===== src/rtl/uart_loader_pkg.sv =====
// Shared types and constants for the UART boot/debug loader.
// Optional feature macro: UART_LOADER_CHKSUM_EN (load replies with a byte checksum).
package uart_loader_pkg;

  typedef enum logic [2:0] {
    IDLE  = 3'd0,
    LEN   = 3'd1,
    BYTE  = 3'd2,
    WRITE = 3'd3,
    RUN   = 3'd4,
    STEP  = 3'd5,
    REPLY = 3'd6
  } state_t;

  localparam logic [7:0] CMD_LOAD = 8'h4C;
  localparam logic [7:0] CMD_RUN  = 8'h52;
  localparam logic [7:0] CMD_STEP = 8'h53;
  localparam logic [7:0] ACK      = 8'h06;
  localparam logic [7:0] NAK      = 8'h15;

  // States in which the receive FIFO may be popped.
  function automatic logic is_pop_state(input state_t s);
    return (s == IDLE) || (s == LEN) || (s == BYTE);
  endfunction

endpackage


===== src/rtl/uart_loader_ctrl_word_assembler.sv =====
// Little-endian byte-lane assembler: four pushes build one instruction word.
module word_assembler #(
  parameter int N_BIT  = 8,
  parameter int WORD_W = 32
) (
  input  logic              clk,
  input  logic              rst_n,
  input  logic              clr,
  input  logic              push,
  input  logic [N_BIT-1:0]  din,
  output logic [WORD_W-1:0] word,
  output logic              word_ready
);

  logic [WORD_W-1:0] word_r;
  logic [1:0]        idx_r;

  // Lane register and byte index; clr drops any partial word.
  always_ff @(posedge clk or negedge rst_n) begin
    if (!rst_n) begin
      word_r <= '0;
      idx_r  <= 2'd0;
    end else if (clr) begin
      word_r <= '0;
      idx_r  <= 2'd0;
    end else if (push) begin
      word_r[32'(idx_r) * N_BIT +: N_BIT] <= din;
      idx_r                               <= idx_r + 2'd1;
    end else begin
      word_r <= word_r;
      idx_r  <= idx_r;
    end
  end

  assign word       = word_r;
  assign word_ready = push & (idx_r == 2'd3);

endmodule


===== src/rtl/uart_loader_ctrl.sv =====
// UART command sequencer: loads instruction memory, runs/steps the CPU, replies one byte.
// Optional feature macro: UART_LOADER_CHKSUM_EN (load completion replies with modulo sum).
module uart_loader_ctrl
  import uart_loader_pkg::*;
#(
  parameter int N_BIT  = 8,
  parameter int ADDR_W = 10,
  parameter int WORD_W = 32
) (
  input  logic              CLK,
  input  logic              RESET,
  input  logic              rx_empty,
  input  logic [N_BIT-1:0]  r_data,
  output logic              rd_uart,
  input  logic              tx_full,
  output logic [N_BIT-1:0]  w_data,
  output logic              wr_uart,
  output logic              imem_we,
  output logic [ADDR_W-1:0] imem_addr,
  output logic [WORD_W-1:0] imem_wdata,
  output logic              cpu_run,
  output logic              cpu_step,
  input  logic              cpu_halted,
  output logic              busy
);

  state_t             state_r, state_s;
  logic [N_BIT-1:0]   cnt_r;
  logic [ADDR_W-1:0]  addr_r;
  logic [N_BIT-1:0]   w_data_r, reply_s;
  logic [N_BIT-1:0]   len0_reply_s, load_reply_s;
  logic               rd_en_r, tx_en_r, we_r, run_r, step_r, busy_r;
  logic               pop_s, clr_s, push_s, word_ready_s;

  // Handshakes gate a registered enable with the live FIFO flag so a pop or
  // push never happens on an empty/full FIFO and bytes can stream every cycle.
  assign pop_s   = rd_en_r & ~rx_empty;
  assign rd_uart = pop_s;
  assign wr_uart = tx_en_r & ~tx_full;

  word_assembler #(.N_BIT(N_BIT), .WORD_W(WORD_W)) u_asm (
    .clk        (CLK),
    .rst_n      (RESET),
    .clr        (clr_s),
    .push       (push_s),
    .din        (r_data),
    .word       (imem_wdata),
    .word_ready (word_ready_s)
  );

`ifdef UART_LOADER_CHKSUM_EN
  logic [N_BIT-1:0] sum_r;

  // Running modulo sum of the count byte and every data byte.
  always_ff @(posedge CLK or negedge RESET) begin
    if (!RESET) begin
      sum_r <= '0;
    end else if ((state_r == LEN) && pop_s) begin
      sum_r <= r_data;
    end else if ((state_r == BYTE) && pop_s) begin
      sum_r <= sum_r + r_data;
    end else begin
      sum_r <= sum_r;
    end
  end

  assign len0_reply_s = r_data;
  assign load_reply_s = sum_r;
`else
  assign len0_reply_s = N_BIT'(ACK);
  assign load_reply_s = N_BIT'(ACK);
`endif

  // Next-state decode and reply-byte selection.
  always_comb begin
    state_s = state_r;
    reply_s = w_data_r;
    clr_s   = 1'b0;
    push_s  = 1'b0;
    case (state_r)
      IDLE: begin
        if (pop_s) begin
          if (r_data == N_BIT'(CMD_LOAD)) begin
            state_s = LEN;
          end else if (r_data == N_BIT'(CMD_RUN)) begin
            state_s = RUN;
          end else if (r_data == N_BIT'(CMD_STEP)) begin
            state_s = STEP;
          end else begin
            state_s = REPLY;
            reply_s = N_BIT'(NAK);
          end
        end else begin
          state_s = IDLE;
        end
      end
      LEN: begin
        if (pop_s) begin
          clr_s = 1'b1;
          if (r_data == '0) begin
            state_s = REPLY;
            reply_s = len0_reply_s;
          end else begin
            state_s = BYTE;
          end
        end else begin
          state_s = LEN;
        end
      end
      BYTE: begin
        if (pop_s) begin
          push_s = 1'b1;
          if (word_ready_s) begin
            state_s = WRITE;
          end else begin
            state_s = BYTE;
          end
        end else begin
          state_s = BYTE;
        end
      end
      WRITE: begin
        if (cnt_r == N_BIT'(1)) begin
          state_s = REPLY;
          reply_s = load_reply_s;
        end else begin
          state_s = BYTE;
        end
      end
      RUN: begin
        if (cpu_halted) begin
          state_s = REPLY;
          reply_s = N_BIT'(ACK);
        end else begin
          state_s = RUN;
        end
      end
      STEP: begin
        state_s = REPLY;
        reply_s = N_BIT'(ACK);
      end
      REPLY: begin
        if (!tx_full) begin
          state_s = IDLE;
        end else begin
          state_s = REPLY;
        end
      end
      default: begin
        state_s = IDLE;
      end
    endcase
  end

  // State register.
  always_ff @(posedge CLK or negedge RESET) begin
    if (!RESET) begin
      state_r <= IDLE;
    end else begin
      state_r <= state_s;
    end
  end

  // Word counter and write address; the address only moves after a write cycle.
  always_ff @(posedge CLK or negedge RESET) begin
    if (!RESET) begin
      cnt_r  <= '0;
      addr_r <= '0;
    end else if ((state_r == LEN) && pop_s) begin
      cnt_r  <= r_data;
      addr_r <= '0;
    end else if (state_r == WRITE) begin
      cnt_r  <= cnt_r - N_BIT'(1);
      addr_r <= addr_r + ADDR_W'(1);
    end else begin
      cnt_r  <= cnt_r;
      addr_r <= addr_r;
    end
  end

  // Registered outputs decoded from the next state.
  always_ff @(posedge CLK or negedge RESET) begin
    if (!RESET) begin
      rd_en_r  <= 1'b0;
      tx_en_r  <= 1'b0;
      we_r     <= 1'b0;
      run_r    <= 1'b0;
      step_r   <= 1'b0;
      busy_r   <= 1'b0;
      w_data_r <= '0;
    end else begin
      rd_en_r  <= is_pop_state(state_s);
      tx_en_r  <= (state_s == REPLY);
      we_r     <= (state_s == WRITE);
      run_r    <= (state_s == RUN);
      step_r   <= (state_s == STEP);
      busy_r   <= (state_s != IDLE);
      w_data_r <= reply_s;
    end
  end

  assign w_data    = w_data_r;
  assign imem_we   = we_r;
  assign imem_addr = addr_r;
  assign cpu_run   = run_r;
  assign cpu_step  = step_r;
  assign busy      = busy_r;

endmodule

===== config.mk =====
export PLATFORM = sky130hd
export DESIGN_NAME = uart_loader_ctrl
export DESIGN_NICKNAME = d
export VERILOG_FILES = /design/src/rtl/uart_loader_pkg.sv /design/src/rtl/uart_loader_ctrl_word_assembler.sv /design/src/rtl/uart_loader_ctrl.sv
export SDC_FILE = /design/constraint.sdc
export NUM_CORES = 1
export LEC_CHECK = 0
export ABC_AREA = 1
export CAP_MARGIN = 40
export CORE_MARGIN = 2
export CORE_UTILIZATION = 40
export CTS_BUF_LIST = sky130_fd_sc_hd__clkbuf_16
export DETAILED_ROUTE_END_ITERATION = 6
export SLEW_MARGIN = 20
export SYNTH_ARGS = -nofsm -noshare
export SYNTH_HDL_FRONTEND = slang
export SYNTH_SLANG_ARGS = --single-unit

===== constraint.sdc =====
create_clock -name CLK -period 2.35 [get_ports CLK]
set_input_delay 0.47 -clock CLK [delete_from_list [all_inputs] [get_ports CLK]]
set_output_delay 0.47 -clock CLK [all_outputs]
set_load 0.01 [all_outputs]

==> results.tsv, run 1 <==
stage	metric	value	unit
outcome	status	finished clean	
logic_synthesis	synth warn	0	
worst_setup_path	worst r2r dst	u_asm.word[29]$_DFFE_PN0P_	
cells_and_area	Layout Cells excl Fill	596	
placed_design	DPL Wire Length	5830	um
worst_setup_path	crit path kind	primary input to output port	
cells_and_area	area grow syn2layout	30.4	%
global_routing	vias in the first global route	2722	
timing	period utilisation layout	87.9	%
floorplanning	die span in x	95.7	um
timing	final hold vios	0	
floorplanning	I/O Pins	69	
drt	average routed wire per standard cell	13.1	um
timing	Final Max Slew Viols	0	
power_and_ir_drop	P_leak	2.10	nW
cells_and_area	layout net count	507	
placed_design	Routability Congestion	0.870	
logic_synthesis	syn avg cell area	8.15	um^2
clock_tree	# clock sinks	64	
logic_synthesis	cell area after synthesis	3370	um^2
clock_tree	htree depth	3	
global_routing	GR Overflow Total	0	
drt	DR iter-0 viols	112	
timing	Max Fclk	0.484	GHz
drt	DR pass1 iterations	4	
power_and_ir_drop	Pint	3.19	mW
clock_tree	Resized Gates After CTS	0	
drt	Via Count	2861	
worst_hold_path	Worst Hold Class	primary input to async pin	
drt	drt drc	0	
clock_tree	Skew-Pair Late Insertion Delay	0.33	ns
job	max cap viols	0	
logic_synthesis	synthesis-stage register bit count	64	
drt	final WL	7830	um
power_and_ir_drop	Combinational Power Share	39.9	%
worst_setup_path	crit end category	output port	
logic_synthesis	sequential area share after synthesis	47.6	%
worst_setup_path	Crit Path Max Fanout	2	
worst_setup_path	Crit. Startpoint	rx_empty	
timing	Least-Margin Pin Slew	0.551	ns
power_and_ir_drop	clock share of power	25.2	%
worst_setup_path	crit start category	primary input	
drt	Via density	4.80	
clock_tree	hold_buf cts	0	
clock_tree	CTS clk-pin slew, worst paths	0.05	ns
floorplanning	DIE AREA	9160	um^2
power_and_ir_drop	peak supply drop	0.553	mV
logic_synthesis	cells after synthesis	413	
timing	Tmin final	2.07	ns
placed_design	Placed Cells incl. Taps	580	
power_and_ir_drop	Sw Share	36.6	%
floorplanning	FP Rows	33	
worst_setup_path	Critical Path RT	1.88	ns
logic_synthesis	post-synth cell types	31	
timing	setup tns final	0	ns
clock_tree	post-CTS setup buffer count	0	
cells_and_area	Antenna diodes	0	
worst_setup_path	worst path arrival time	1.60	ns
floorplanning	Core Area	8180	um^2
clock_tree	Max clock buf depth	2	
drt	Antenna Nets Post-Route	0	
clock_tree	TritonCTS Buffers	9	
worst_setup_path	Reg2Reg Depth	8	
clock_tree	CTS tree	yes	
worst_setup_path	R2R Setup Slk	0.55	ns
power_and_ir_drop	Seq pwr share	35.0	%
placed_design	port bufs	64	
timing	Slew HR	63.2	%
timing	RSZ-0062 raised after global routing	no	
global_routing	first-pass GRT wire length	13100	um
worst_setup_path	R2R Path Start	state_r[1]$_DFF_PN0_	
timing	Setup violations, final	0	
cells_and_area	most common cell after layout, fill and taps aside	nand2_1	
cells_and_area	share of layout cells above drive strength 1	11.4	%
power_and_ir_drop	Power Density	1150	nW/um^2
cells_and_area	most frequent cells in the layout	nand2_1 (110), dfrtp_1 (64), clkdlybuf4s50_1 (63), inv_1 (51), nor2_1 (47)	
floorplanning	Die H	95.7	um
global_routing	initial antenna violation count	0	
global_routing	Global Route Usage Sum	18.8	%
global_routing	largest net degree at the start of global routing	43	
power_and_ir_drop	P_sw	1.84	mW
floorplanning	Initial Util	41.2	%
timing	Setup Skew	0.00612	ns
clock_tree	clock root buffer	clkbuf_16	
[flip-flops by register name, summed over array words and instances (netlist names), 2 cells and up]
signal	count
u_asm.word	32
imem_addr	10
cnt_r	8
state_r	3
u_asm.idx_r	2
w_data	3
[per-stage QoR]
step	hold slack, ns	area [um^2]	worst slack [ns]	utilization [%]	total power [mW]
6_report	0.125	4390	0.284	53.7	5.03
3_3_place_gp	0.450	4110	0.285	50.2	3.75
3_5_place_dp	0.456	4110	0.250	50.2	3.79
2_1_floorplan	0.174	3380	0.608	-	2.95
4_1_cts	0.138	4390	0.275	53.7	5.08
5_1_grt	0.165	4390	0.257	53.7	5.41
[worst max path at each step]
stage,endpoint,slack [ns]
5_1_grt,rd_uart,0.26
3_3_place_gp,u_asm.word[29]$_DFFE_PN0P_,0.28
6_report,rd_uart,0.28
3_5_place_dp,u_asm.word[29]$_DFFE_PN0P_,0.25
2_1_floorplan,u_asm.word[16]$_DFFE_PN0P_,0.61
4_1_cts,rd_uart,0.28
[power by group through the flow]
stage                     logic [mW]  clock network [mW]  registers [mW]
after detailed placement        2.02                   0            1.77
after CTS                       2.03                1.29            1.76
after global placement          1.98                   0            1.77
final                           2.00                1.26            1.76
after floorplan                 1.11                   0            1.83
after global routing            2.26                1.33            1.82
[worst max-delay path, stage by stage]
cell and delay, ns:
clkdlybuf4s50_1 0.46, nor2_4 0.13, clkdlybuf4s50_1 0.54
[final cells by class]
| type | instances | area [um^2] |
|---|---|---|
| inverters | 53 | 199 |
| flip-flops and latches | 64 | 1600 |
| fillers | 779 | 3790 |
| clock inverters | 7 | 56.3 |
| clock buffers | 9 | 225 |
| well taps | 105 | 131 |
| repair buffers | 70 | 693 |
| multi-input cells | 288 | 1480 |
[layer usage]
metal  global-route usage [%]  share of wire, %  routed length [um]  up-vias
met5                        0                 0                   0        -
met4                     8.10               2.2                 169        0
met3                     4.23               3.2                 253       11
met2                     28.1                46                3630       43
met1                     26.2                48                3770     1352
li1                         -                 -                   -     1455
[kinds of logic after synthesis]
kind of cell,count (synthesis),share of synthesized area (%)
fa+ha+maj,8,2.97
compound gates,54,9.15
flops,64,47.6
xor+xnor,2,0.521
other cells,1,0.111
simple gates,220,31.0
buf+inv,64,8.70
[cell usage after synthesis]
cell	number	area, um^2
nor2_1	47	176
nand4_1	4	25.0
a21oi_1	16	80.1
nand3_1	24	120
nand2_2	6	37.5
clkbuf_1	1	3.75
xor2_1	2	17.5
nand3_2	4	40.0
o221ai_1	2	17.5
a21oi_4	1	16.3
nor2_2	7	43.8
nor2_4	5	56.3
dfrtp_1	64	1600
o21ai_0	18	90.1
conb_1	1	3.75
buf_6	4	45.0
buf_4	6	45.0
inv_1	48	180
ha_1	8	100
nor3_1	5	25.0
nand2_1	110	413
nand2_4	3	33.8
a22o_1	1	8.76
o22ai_1	2	12.5
nand4_4	1	21.3
nand4_2	1	12.5
nor3_2	2	20.0
inv_2	5	18.8
o21ai_1	9	45.0
o211ai_1	5	37.5
nand3_4	1	17.5
Power figures use the tool's default switching activity.
==> run 2: changes to the inputs <==
--- a/config.mk
+++ b/config.mk
@@ -9,7 +9,7 @@
 export CAP_MARGIN = 40
 export CORE_MARGIN = 2
 export CORE_UTILIZATION = 40
-export CTS_BUF_LIST = sky130_fd_sc_hd__clkbuf_16
+export CTS_BUF_LIST = sky130_fd_sc_hd__clkbuf_8
 export DETAILED_ROUTE_END_ITERATION = 6
 export SLEW_MARGIN = 20
 export SYNTH_ARGS = -nofsm -noshare
==> constraint.sdc (replaced) <==
create_clock -name CLK -period 2.2 [get_ports CLK]
set_input_delay 0.44 -clock CLK [delete_from_list [all_inputs] [get_ports CLK]]
set_output_delay 0.44 -clock CLK [all_outputs]
set_load 0.01 [all_outputs]
==> results.tsv, run 2 (synthesized netlist as in run 1, its figures left out) <==
stage	metric	value	unit	change
outcome	status	finished clean		
clock_tree	Skew-Pair Late Insertion Delay	0.34	ns	about the same
worst_setup_path	CP max stage cell	clkdlybuf4s50_1		
timing	setup tns final	0	ns	unchanged
cells_and_area	max FFs per register	32		unchanged
drt	drt drc	0		unchanged
clock_tree	CTS tree	yes		
global_routing	initial antenna violation count	0		unchanged
timing	RSZ-0062 raised after global routing	no		
worst_setup_path	R2R Setup Slk	0.38	ns	-0.17 ns
worst_setup_path	Worst path most repeated cell	clkdlybuf4s50_1		
worst_setup_path	worst path arrival time	1.57	ns	-0.03 ns
drt	Antenna Nets Post-Route	0		unchanged
timing	Max Fclk	0.498	GHz	
timing	Setup violations, final	0		unchanged
timing	period utilisation layout	91.3	%	
floorplanning	Initial Util	41.2	%	unchanged
clock_tree	hold_buf cts	0		unchanged
clock_tree	Max clock buf depth	2		unchanged
timing	final hold vios	0		unchanged
floorplanning	Core Area	8180	um^2	unchanged
clock_tree	CTS clk-pin slew, worst paths	0.08	ns	+0.03 ns
clock_tree	post-CTS setup buffer count	0		unchanged
drt	DR pass1 iterations	4		unchanged
placed_design	port bufs	64		unchanged
drt	Via Count	2835		-0.91%
power_and_ir_drop	peak supply drop	0.612	mV	+11%
worst_setup_path	crit path kind	primary input to output port		
clock_tree	htree depth	3		unchanged
worst_setup_path	Crit Path Max Fanout	2		unchanged
placed_design	Routability Congestion	0.849		-2.5%
timing	Setup Skew	0.00831	ns	+0.00219 ns
placed_design	Post-DP Area	4110	um^2	unchanged
floorplanning	FP Rows	33		unchanged
cells_and_area	most frequent cells in the layout	nand2_1 (110), dfrtp_1 (64), clkdlybuf4s50_1 (63), inv_1 (49), nor2_1 (47)		
floorplanning	die span in x	95.7	um	unchanged
worst_hold_path	Worst Hold Class	primary input to async pin		
floorplanning	Die H	95.7	um	unchanged
placed_design	DPL Wire Length	5630	um	-3.5%
clock_tree	Resized Gates After CTS	0		unchanged
worst_setup_path	crit end category	output port		
global_routing	Global Route Usage Sum	18.6	%	-0.14 points
cells_and_area	most common cell after layout, fill and taps aside	nand2_1		
clock_tree	clock root buffer	clkbuf_8		
drt	average routed wire per standard cell	12.8	um	-2.3%
cells_and_area	share of layout cells above drive strength 1	11.8	%	+0.41 points
worst_setup_path	max incr delay on CP	0.54	ns	about the same
drt	Via density	4.76		-0.91%
global_routing	vias in the first global route	2789		+2.5%
power_and_ir_drop	P_leak	2.06	nW	-2.0%
worst_setup_path	crit path cell chain	clkdlybuf4s50_1 -> nor2_4 -> clkdlybuf4s50_1		
clock_tree	TritonCTS Buffers	9		unchanged
drt	final WL	7650	um	-2.3%
floorplanning	I/O Pins	69		unchanged
global_routing	first-pass GRT wire length	13300	um	+1.3%
worst_setup_path	crit start category	primary input		
drt	DR iter-0 viols	146		+30%
job	max cap viols	0		unchanged
power_and_ir_drop	Power Density	1190	nW/um^2	+3.6%
cells_and_area	layout net count	507		unchanged
timing	Final Max Slew Viols	0		unchanged
clock_tree	# clock sinks	64		unchanged
cells_and_area	Antenna diodes	0		unchanged
timing	Tmin final	2.01	ns	
cells_and_area	area grow syn2layout	28.6	%	
global_routing	largest net degree at the start of global routing	65		+51%
cells_and_area	design area	4330	um^2	-1.4%
floorplanning	DIE AREA	9160	um^2	unchanged
global_routing	GR Overflow Total	0		unchanged
worst_setup_path	Critical Path RT	1.76	ns	-0.12 ns
run 2: final cells by class:
class	instances	area (um^2)
fill	789	3850
sequential	64	1600
multi-input combinational	288	1480
timing repair buffer	70	693
inverter	53	199
clock buffer	10	138
tap	105	131
clock inverter	6	83.8
run 2: stage by stage:
stage / total power, mW / setup WS [ns] / instances / hold slack, ns / util, %
floorplan: 3.15 / 0.458 / 416 / 0.144 / -
global placement: 4.01 / 0.161 / 580 / 0.451 / 50.2
detailed placement: 4.03 / 0.145 / 580 / 0.460 / 50.2
CTS: 5.19 / 0.182 / 596 / 0.117 / 53.0
global route: 5.54 / 0.155 / 596 / 0.138 / 53.0
finish: 5.13 / 0.191 / 596 / 0.105 / 53.0
run 2: critical path: cells and delay by family:
kind / cells / cell delay (ns)
simple gates: 1 / 0.13
buf+inv: 2 / 1.00
run 2: power by group:
group | leakage (nW) | internal (mW) | switching, mW
combinational | 1.13 | 0.977 | 1.16
sequential | 0.820 | 1.57 | 0.308
clock | 0.110 | 0.663 | 0.457
run 2: layer usage:
metal	track usage, %	wire (um)
met1	26.0	3570
met2	29.1	3660
met3	3.05	303
met4	7.38	113
met5	0	0
run 2: worst paths after layout:
check | start | end | cells past startpoint
worst min-delay path | RESET | imem_addr[6]$_DFFE_PN0P_ | 2
worst min register to register | w_data[1]$_DFFE_PN0P_ | w_data[1]$_DFFE_PN0P_ | 2
max in group asynchronous | RESET | u_asm.word[30]$_DFFE_PN0P_ | 2
worst max register to register | state_r[1]$_DFF_PN0_ | u_asm.word[29]$_DFFE_PN0P_ | 8
min in group CLK | w_data[1]$_DFFE_PN0P_ | w_data[1]$_DFFE_PN0P_ | 2
worst max-delay path | rx_empty | rd_uart | 3
==> run 3: changes to the inputs <==
--- a/config.mk
+++ b/config.mk
@@ -8,9 +8,10 @@
 export ABC_AREA = 1
 export CAP_MARGIN = 40
 export CORE_MARGIN = 2
-export CORE_UTILIZATION = 40
+export CORE_UTILIZATION = 53
 export CTS_BUF_LIST = sky130_fd_sc_hd__clkbuf_8
 export DETAILED_ROUTE_END_ITERATION = 6
+export PLACE_DENSITY = 0.9
 export SLEW_MARGIN = 20
 export SYNTH_ARGS = -nofsm -noshare
 export SYNTH_HDL_FRONTEND = slang
==> constraint.sdc (replaced) <==
create_clock -name CLK -period 2.2 [get_ports CLK]
set_input_delay 0.44 -clock CLK [delete_from_list [all_inputs] [get_ports CLK]]
set_output_delay 0.44 -clock CLK [all_outputs]
set_load 0.005 [all_outputs]
==> results.tsv, run 3 (synthesized netlist as in run 1, its figures left out) <==
stage	metric	value	unit	change
drt	Via Count	3012		+6.2%
worst_setup_path	Critical Path RT	1.76	ns	about the same
cells_and_area	most frequent cells in the layout	nand2_1 (110), dfrtp_1 (64), clkdlybuf4s50_1 (63), inv_1 (48), nor2_1 (47)		
drt	Antenna Nets Post-Route	0		unchanged
clock_tree	Skew-Pair Late Insertion Delay	0.35	ns	about the same
clock_tree	post-CTS setup buffer count	0		unchanged
timing	RSZ-0062 raised after global routing	no		
floorplanning	Initial Util	53.9	%	+13 points
global_routing	first-pass GRT wire length	13800	um	+3.9%
timing	setup tns final	0	ns	unchanged
floorplanning	FP Rows	29		-12%
timing	Tmin final	1.96	ns	-0.0475 ns
drt	average routed wire per standard cell	14.0	um	+9.2%
power_and_ir_drop	Design Power	4.95	mW	-3.6%
drt	drt drc	0		unchanged
drt	DR pass1 iterations	6		+2
worst_setup_path	worst path arrival time	1.52	ns	-0.05 ns
timing	Final Max Slew Viols	0		unchanged
worst_setup_path	R2R Setup Slk	0.45	ns	+0.07 ns
clock_tree	Max clock buf depth	2		unchanged
clock_tree	CTS clk-pin slew, worst paths	0.08	ns	about the same
cells_and_area	share of layout cells above drive strength 1	12.0	%	+0.20 points
worst_setup_path	worst r2r dst	u_asm.word[30]$_DFFE_PN0P_		
clock_tree	TritonCTS Buffers	9		unchanged
placed_design	Routability Congestion	0.879		+3.5%
timing	period utilisation layout	89.2	%	-2.2 points
placed_design	pre-CTS WS	0.107	ns	-0.0378 ns
global_routing	largest net degree at the start of global routing	42		-35%
placed_design	port bufs	64		unchanged
power_and_ir_drop	Power Density	1160	nW/um^2	-2.2%
clock_tree	clock root buffer	clkbuf_8		
global_routing	GR Overflow Total	0		unchanged
clock_tree	# clock sinks	64		unchanged
timing	Slew HR	62.2	%	
worst_hold_path	Worst Hold Class	primary input to async pin		
global_routing	met2 usage	39.9	%	+11 points
worst_setup_path	crit end category	output port		
clock_tree	CTS tree	yes		
global_routing	Global Route Usage Sum	24.6	%	+5.9 points
floorplanning	die span in x	83.7	um	-13%
job	max cap viols	0		unchanged
clock_tree	hold_buf cts	0		unchanged
cells_and_area	layout net count	507		unchanged
global_routing	met1 usage	33.3	%	+7.3 points
worst_setup_path	Crit Path Max Fanout	2		unchanged
clock_tree	Resized Gates After CTS	0		unchanged
global_routing	met3 Usage GRT	4.55	%	+1.5 points
cells_and_area	Antenna diodes	0		unchanged
cells_and_area	area grow syn2layout	26.8	%	
floorplanning	DIE AREA	7000	um^2	-24%
drt	DR iter-0 viols	283		+94%
timing	final hold vios	0		unchanged
drt	Via density	5.30		+11%
global_routing	initial antenna violation count	0		unchanged
worst_setup_path	Reg2Reg Depth	8		unchanged
cells_and_area	post-layout util	68.4	%	+15 points
floorplanning	Core Area	6240	um^2	-24%
cells_and_area	# fillers	468		-41%
clock_tree	htree depth	3		unchanged
drt	final WL	7960	um	+4.1%
placed_design	Placed Cells incl. Taps	552		-4.8%
timing	Max Fclk	0.510	GHz	+2.4%
timing	final worst slack	0.238	ns	+0.0475 ns
outcome	status	finished clean		
worst_setup_path	crit start category	primary input		
power_and_ir_drop	P_leak	2.04	nW	-0.70%
floorplanning	I/O Pins	69		unchanged
cells_and_area	most common cell after layout, fill and taps aside	nand2_1		
worst_setup_path	Crit. Startpoint	rx_empty		
placed_design	DPL Wire Length	5810	um	+3.2%
global_routing	vias in the first global route	2928		+5.0%
timing	Least-Margin Pin Slew	0.567	ns	
worst_setup_path	crit path kind	primary input to output port		
timing	Setup violations, final	0		unchanged
cells_and_area	max FFs per register	32		unchanged
cells_and_area	Layout Cells excl Fill	568		-4.7%
global_routing	GRT Max-Usage Layer	met2		
worst_setup_path	R2R Path Start	state_r[1]$_DFF_PN0_		
timing	Setup Skew	0.00826	ns	-0.0000539 ns
power_and_ir_drop	peak supply drop	0.649	mV	+6.1%
floorplanning	Die H	83.7	um	-13%
[run 3: cell types whose count changed in the layout (fill, tap and decap cells not counted)]
cell       before  now
clkinv_4        0    2
bufinv_16       2    1
clkinv_2        1    2
inv_1          49   48
clkbuf_8       10    9
[run 3: per-stage QoR]
stage	hold WS, ns	instance area, um^2
floorplan	0.144	3380
global placement	0.451	4070
detailed placement	0.458	4070
CTS	0.0875	4270
global route	0.110	4270
finish	0.0769	4270
[run 3: per-layer routing]
| metal | wire length, um | vias to the layer above | part of all wire [%] |
|---|---|---|---|
| li1 | - | 1461 | - |
| met1 | 3360 | 1441 | 42 |
| met5 | 0 | - | 0 |
| met4 | 160 | 0 | 2.0 |
| met2 | 3970 | 93 | 50 |
| met3 | 467 | 17 | 5.9 |
[run 3: cell type report]
class                           instances  area [um^2]  share of cell area [%]
Multi-Input combinational cell        288         1480                    34.7
Sequential cell                        64         1600                    37.5
Clock inverter                          7         72.6                    1.70
Clock buffer                            9          124                    2.90
Inverter                               53          199                    4.66
Tap cell                               77         96.3                    2.26
Timing Repair Buffer                   70          693                    16.2
[run 3: critical path, stage by stage]
cell	delay, ns
clkdlybuf4s50_1	0.46
nor2_4	0.13
clkdlybuf4s50_1	0.50
[run 3: how the worst max path moves through the flow]
stage	to	slack [ns]	cells after the start
2_1_floorplan	u_asm.word[16]$_DFFE_PN0P_	0.46	7
3_3_place_gp	u_asm.word[16]$_DFFE_PN0P_	0.18	7
3_5_place_dp	u_asm.word[19]$_DFFE_PN0P_	0.11	7
4_1_cts	rd_uart	0.23	3
5_1_grt	rd_uart	0.21	3
6_report	rd_uart	0.24	3
[run 3: power breakdown]
part | internal [mW] | switching (mW) | total (mW) | leakage [nW]
registers | 1.57 | 0.318 | 1.89 | 0.820
clock network | 0.522 | 0.480 | 1.00 | 0.0952
logic | 0.973 | 1.09 | 2.06 | 1.13
total | 3.06 | 1.89 | 4.95 | 2.04
